--- src/rtl/fp_mul_newton_pipe.sv ---
// Three-stage positive-float multiplier for the Newton step y * (1.5 - h) of the invsqrt pipe.
// Define FP_MUL_ROUND_EN for round-to-nearest-even; the default build truncates.
module fp_mul_newton_pipe #(
  parameter int unsigned TAG_W = 8
) (
  input  logic             clk,
  input  logic             rst,
  input  logic             backprn,
  input  logic             valid_in,
  input  logic [30:0]      a_in,
  input  logic [30:0]      b_in,
  input  logic [TAG_W-1:0] tag_in,
  input  logic             error_in,
  output logic [30:0]      float_out,
  output logic [TAG_W-1:0] tag_out,
  output logic             ready,
  output logic             error_out
);

`ifdef FP_MUL_ROUND_EN
  localparam int unsigned PLsb = 0;
`else
  localparam int unsigned PLsb = 23;
`endif
  localparam int unsigned PW = 48 - PLsb;

  // Stage 1: registered operands
  logic             r1_valid;
  logic [30:0]      r1_a;
  logic [30:0]      r1_b;
  logic [TAG_W-1:0] r1_tag;
  logic             r1_err;

  always_ff @(posedge clk or posedge rst) begin
    if (rst) begin
      r1_valid <= 1'b0;
      r1_a     <= '0;
      r1_b     <= '0;
      r1_tag   <= '0;
      r1_err   <= 1'b0;
    end else if (backprn) begin
      r1_valid <= valid_in;
      r1_a     <= a_in;
      r1_b     <= b_in;
      r1_tag   <= tag_in;
      r1_err   <= error_in;
    end
  end

  logic [23:0]        w_ma;
  logic [23:0]        w_mb;
  logic [PW-1:0]      w_prod;
  logic signed [9:0]  w_esum;
  logic               w_zero;
  logic               w_spec;

  assign w_ma   = {1'b1, r1_a[22:0]};
  assign w_mb   = {1'b1, r1_b[22:0]};
  // Product bits below the guard position are only kept when rounding needs them.
  assign w_prod = PW'((48'(w_ma) * 48'(w_mb)) >> PLsb);
  assign w_esum = $signed({2'b00, r1_a[30:23]}) + $signed({2'b00, r1_b[30:23]}) - 10'sd127;
  assign w_zero = (r1_a[30:23] == 8'd0) || (r1_b[30:23] == 8'd0);
  assign w_spec = (r1_a[30:23] == 8'hFF) || (r1_b[30:23] == 8'hFF);

  // Stage 2: raw product and biased exponent sum
  logic             r2_valid;
  logic [47:PLsb]   r2_prod;
  logic signed [9:0] r2_exp;
  logic             r2_zero;
  logic             r2_spec;
  logic [TAG_W-1:0] r2_tag;
  logic             r2_err;

  always_ff @(posedge clk or posedge rst) begin
    if (rst) begin
      r2_valid <= 1'b0;
      r2_prod  <= '0;
      r2_exp   <= '0;
      r2_zero  <= 1'b0;
      r2_spec  <= 1'b0;
      r2_tag   <= '0;
      r2_err   <= 1'b0;
    end else if (backprn) begin
      r2_valid <= r1_valid;
      r2_prod  <= w_prod;
      r2_exp   <= w_esum;
      r2_zero  <= w_zero;
      r2_spec  <= w_spec;
      r2_tag   <= r1_tag;
      r2_err   <= r1_err;
    end
  end

  logic              w_norm;
  logic [23:0]       w_mant24;
  logic              w_inc;
  logic [24:0]       w_rnd;
  logic              w_carry;
  logic [22:0]       w_mant;
  logic signed [9:0] w_exp;
  logic [30:0]       w_res;
  logic              w_res_err;

  assign w_norm   = r2_prod[47];
  assign w_mant24 = w_norm ? r2_prod[47:24] : r2_prod[46:23];

`ifdef FP_MUL_ROUND_EN
  logic w_guard;
  logic w_sticky;
  assign w_guard  = w_norm ? r2_prod[23] : r2_prod[22];
  assign w_sticky = w_norm ? (|r2_prod[22:0]) : (|r2_prod[21:0]);
  assign w_inc    = w_guard & (w_sticky | w_mant24[0]);
`else
  assign w_inc    = 1'b0;
`endif

  assign w_rnd   = {1'b0, w_mant24} + {24'd0, w_inc};
  assign w_carry = w_rnd[24];
  // A carry out leaves 1.000..0 * 2, so the stored fraction is all zeros.
  assign w_mant  = w_carry ? w_rnd[23:1] : w_rnd[22:0];
  assign w_exp   = r2_exp + $signed({9'd0, w_norm}) + $signed({9'd0, w_carry});

  always_comb begin
    w_res     = {w_exp[7:0], w_mant};
    w_res_err = r2_err;
    if (r2_spec) begin
      w_res     = 31'h7F800000;
      w_res_err = 1'b1;
    end else if (r2_zero || (w_exp <= 10'sd0)) begin
      w_res     = '0;
    end else if (w_exp >= 10'sd255) begin
      w_res     = 31'h7F800000;
      w_res_err = 1'b1;
    end
  end

  // Stage 3: output register; bubbles clear ready but hold the last result
  always_ff @(posedge clk or posedge rst) begin
    if (rst) begin
      ready     <= 1'b0;
      float_out <= '0;
      tag_out   <= '0;
      error_out <= 1'b0;
    end else if (backprn) begin
      ready <= r2_valid;
      if (r2_valid) begin
        float_out <= w_res;
        tag_out   <= r2_tag;
        error_out <= w_res_err;
      end
    end
  end

endmodule

--- config.mk ---
export PLATFORM = sky130hd
export DESIGN_NAME = fp_mul_newton_pipe
export DESIGN_NICKNAME = d
export VERILOG_FILES = /design/src/rtl/fp_mul_newton_pipe.sv
export SDC_FILE = /design/constraint.sdc
export NUM_CORES = 2
export LEC_CHECK = 0
export ABC_CLOCK_PERIOD_IN_PS = 11000
export CORE_MARGIN = 10
export CORE_UTILIZATION = 50
export CTS_CLUSTER_DIAMETER = 80
export DETAILED_ROUTE_END_ITERATION = 10
export PLACE_DENSITY = 0.69
export SLEW_MARGIN = 20
export SYNTH_ARGS = -nofsm -noshare
export SYNTH_HDL_FRONTEND = slang
export SYNTH_SLANG_ARGS = --single-unit
--- constraint.sdc ---
create_clock -name clk -period 11 [get_ports clk]
set_input_delay 1.65 -clock clk [delete_from_list [all_inputs] [get_ports clk]]
set_output_delay 1.65 -clock clk [all_outputs]
set_load 0.02 [all_outputs]
Word-level counts from Yosys, hierarchy flattened

Index checks and enable logic that the tools add are counted.

Register bits: 160
Input bits: 75
Output and inout port bits: 41
Word-level logic and storage cells: 37

Add/subtract/negate cells: 3
$mul: 1
$lt $le $gt $ge: 2
Equal/unequal tests: 2
Mux-type cells: 7
Reduce and logical (&&, ||, !) cells: 6

Operators with widths:

| cell                                                             | count |
|---|---|
| two-way mux 31 bit                                               | 3 |
| multiplier 24 x 24 -> 48 bit                                     | 1 |
| two-way mux 23 bit                                               | 1 |
| equality test 8 bit (second input constant)                      | 2 |
| zero test 8 bit                                                  | 2 |
| adder 10 x 2 -> 10 bit                                           | 1 |
| >= comparator 10 x 9 -> 1 bit (second input constant)            | 1 |
| less-or-equal comparator 10 x 1 -> 1 bit (second input constant) | 1 |
| subtractor 9 x 7 -> 10 bit (second input constant)               | 1 |
| adder 8 x 8 -> 9 bit                                             | 1 |
| logical OR 1 bit                                                 | 3 |
| two-way mux 1 bit                                                | 3 |
| AND reduction 2 bit                                              | 1 |

Longest topological paths before layout

Word-level depth: 5
Gate-level depth with buffers: 26
Gate-level depth less buffers: 24

Worst setup path before layout

Ideal clock, no wire load.

Path type: register to register
From: register r1_a[13]
To: register r2_prod[45] (netlist bit)
Setup time: 0.132 ns
Arrival: 6.471 ns
Data required time: 10.868 ns
Slack: 4.398 ns
Stages on the path, launching flop included: 26
Buffers on the path: 1
Period minus slack after synthesis: 6.602 ns
Cell sequence: dfrtp_1 -> clkbuf_1 -> nand2_1 -> fa_1 -> inv_1 -> fa_1 -> inv_1 -> fa_1 -> inv_1 -> fa_1 -> inv_1 -> fa_1 -> inv_1 -> fa_1 -> inv_1 -> fa_1 -> inv_1 -> ha_1 -> a21oi_1 -> nor2b_2 -> o31ai_1 -> and4_4 -> o2bb2ai_4 -> o2111ai_1 -> a211oi_1 -> or3b_1

Longest elaborated chain between the ends: 1

RTL lines:

| item                         | line | RTL |
|---|---|---|
| from (decl)                  | 29   | `logic [30:0] r1_a;` |
| from (signal assigned)       | 43   | `r1_a <= a_in;` |
| multiplier 24 x 24 -> 48 bit | 60   | `assign w_prod = PW'((48'(w_ma) * 48'(w_mb)) >> PLsb);` |
| to (signal assigned)         | 85   | `r2_prod <= w_prod;` |
| to (decl)                    | 67   | `logic [47:PLsb] r2_prod;` |

No other way between the ends.
A chain may end at the register's enable or synchronous reset.

Final worst setup path

From: register r1_b[8]
To: register r2_prod[45] (netlist bit)

Longest elaborated chain between the ends: 1

RTL lines:

| item                         | line | RTL |
|---|---|---|
| from (decl)                  | 30   | `logic [30:0] r1_b;` |
| from (signal assigned)       | 44   | `r1_b <= b_in;` |
| multiplier 24 x 24 -> 48 bit | 60   |  |

No other way between the ends.

==> results.md <==
- Outcome: completed
- Most used cell, CP: fa_1
- Worst Hold Path EP: tag_out[0]
- Filler instances: 4393
- Gate Count Post-Synth: 2594
- Final worst-path cycle share: 0.7003
- Synth Register Bits: 160
- Post-synth EDFFs: 0
- CTS tree: done
- Worst Path Required: 11.35 ns
- CTS root buf: clkbuf_16
- Final hold vios: 0
- CTS Sinks: 160
- CTS H-tree lvls: 4
- Inserted Clock Buffers: 17
- Min-delay src: r2_tag[0]
- Grt total ovfl: 0
- First-pass GRT wire length: 108.5 mm
- Synth cell types: 70
- Slowest CP cell: dfrtp_1
- Shortest period the worst path allows: 7.703 ns
- Slew margin rel.: 0.2293
- ANT cells: 0
- Largest cells by area after synthesis: fa_1 (39%), dfrtp_1 (16%), ha_1 (9.3%), inv_1 (8.9%), and2_1 (5.9%)
- Post-Place Setup Slack: 3.399 ns
- Crit path DAT: 8.05 ns
- Number of global-route vias before repair: 20112
- CP Max Fanout: 17
- Syn_nets: 3337
- Clock-pin slew on the worst setup and hold paths: 0.07 ns
- Share of layout cells above drive strength 1: 0.06139
- Hold_buf cts: 0
- Antenna violations before repair: 2
- Initial DRC Count: 1142
- Io pins: 116
- Row cnt: 81
- Post-synth top area cell: fa_1
- Final Max Slew Viols: 0
- Worst-path cell chain: clkinv_1 > nor2_1 > fa_1 > fa_1 > inv_1 > fa_1 > inv_1 > fa_1 > inv_1 > fa_1 > inv_1 > fa_1 > inv_1 > fa_1 > inv_1 > ha_1 > a21oi_1 > nor2b_2 > o31ai_1 > and4_4 > o2bb2ai_4 > o2111ai_1 > a211oi_1 > or3b_1
- R2R Setup Slk: 3.30 ns
- Fmax: 129.8 MHz
- Largest net degree at the start of global routing: 97
- Avg Cell Area, Syn: 9.596 um^2
- Initial Util: 0.5074
- Setup TNS: 0 ns
- Worst reg2reg path startpoint: r1_b[8]
- RSZ-0062 raised after global routing: no
- DP Cell Count: 3287
- Max-cap violations: 0
- Area of the multi-input gates: 18220 um^2
- Die area: 59110 um^2
- Area growth from synthesis to layout: 9.601%
- Gpl congestion: 0.9514
- Synthesis warning total: 0
- Setup CP Type: flip-flop to flip-flop
- Final HPWL DP: 52.48 mm
- Post-synthesis sequential area ratio: 0.1609
- Sequential Area: 4005 um^2
- Endpoints failing setup: 0
- Cells on Worst Hold Path: 2
- DR vias: 17917
- Vias/cell: 5.398
- # DRC: 0
- Setup Fix Bufs, Post-CTS: 0
- RR Endpoint: r2_prod[45]
- Die Y: 243.1 um
- Clk buf depth: 2
- CORE AREA: 49050 um^2
- Die Span X: 243.1 um
- R2r worst-path depth: 24
- Resized Gates After CTS: 0
- Actual slew at the worst max-slew pin: 1.156 ns
- Worst setup margin: 3.297 ns
- Crit path capture type: flip-flop
- Wirelength per Cell: 20.07 um
- Top FF cell, synth: dfrtp_1
- Worst skew pair latency: 0.47 ns
- Drt pass-1 iters: 7
- Hold WC Path Type: flip-flop to flip-flop
- Layout Nets: 3385
- Syn Std Cell Area: 24890 um^2
- Worst clock skew: 0.01855 ns
- Antenna Nets Post-Route: 0
- Crit-path max cell delay: 0.83 ns
- Async set-reset flop share out of synthesis: 1.000
- Final WL: 66.61 mm
- Startpoint Class: flip-flop
- Finished Layout Cells: 3319
- Yosys top cell area share: 0.3877
- GRT Overall Usage: 0.2338
- Port Buffers: 115
cells in the mapped netlist (23+ instances only):
library cell / n
inv_1: 588
fa_1: 482
nand2_1: 354
and2_1: 236
ha_1: 186
dfrtp_1: 160
clkbuf_1: 108
mux2_2: 78
nor2_1: 68
o21ai_0: 54
a21oi_1: 41
mux2i_1: 23
worst max-delay path by stage:
stage | depth (start not counted) | to | slack, ns | startpoint
final | 24 | r2_prod[45] | 3.30 | r1_b[8]
after global routing | 24 | r2_prod[45] | 2.98 | r1_b[8]
after CTS | 24 | r2_prod[45] | 3.38 | r1_b[8]
after detailed placement | 24 | r2_prod[45] | 3.40 | r1_b[8]
after global placement | 24 | r2_prod[45] | 3.54 | r1_b[8]
after floorplan | 25 | r2_prod[45] | 4.40 | r1_a[13]
flip-flops by register name, summed over array words and instances, names as in the netlist:
signal / cells
r2_exp: 10
tag_out: 8
r1_err: 1
r2_zero: 1
r1_b: 31
r2_spec: 1
r1_valid: 1
r2_err: 1
float_out: 31
r1_tag: 8
error_out: 1
r2_tag: 8
r2_valid: 1
r1_a: 31
r2_prod: 25
ready: 1
area by class of cell:
type,count,share of cell area
flip-flops and latches,160,0.1468
inverters,592,0.08164
clock buffers,18,0.01610
multi-input cells,1723,0.6677
well taps,664,0.03045
repair buffers,148,0.05118
clock inverters,14,0.006100
stage by stage:
step	util	cell area, um^2	hold slack, ns
final	0.5562	27280	0.4661
after global routing	0.5562	27280	0.4939
after CTS	0.5561	27280	0.4712
after detailed placement	0.5437	26670	0.4554
after global placement	0.5437	26670	0.4438
after floorplan	-	24890	0.4348
cell usage in the layout (no fill, tap or decap), types with 17 or more instances in the layout:
cell,count
inv_1,587
and2_1,236
fa_1,482
buf_4,34
mux2i_1,23
clkbuf_16,17
nor2_1,68
o21ai_0,54
clkdlybuf4s50_1,114
xnor2_1,18
ha_1,186
nand2_1,353
a21oi_1,41
dfrtp_1,159
mux2_2,78
routing by layer:
layer	up-vias	track usage	part of all wire
li1	7872	-	-
met1	9213	0.2765	0.38
met2	672	0.4130	0.51
met3	160	0.04129	0.069
met4	0	0.09575	0.042
met5	-	0	0
worst max-delay path: cells and delay by family, from the launching register on:
kind	cells	cell delay, ns
fa+ha+maj	8	3.77
compound gates	5	1.06
simple gates	4	1.03
buf+inv	7	0.90
flops	1	0.83
logic make-up after synthesis:
| logic type | count (synthesis) | share of synthesized area |
|---|---|---|
| xor+xnor | 27 | 0.009500 |
| simple gates | 737 | 0.1448 |
| fa+ha+maj | 668 | 0.4811 |
| buf+inv | 711 | 0.1074 |
| compound gates | 190 | 0.05173 |
| flops | 160 | 0.1609 |
| mux | 101 | 0.04454 |
Power is not shown: default switching activity piles up to over one toggle a cycle in this logic, so the estimate is an artifact.
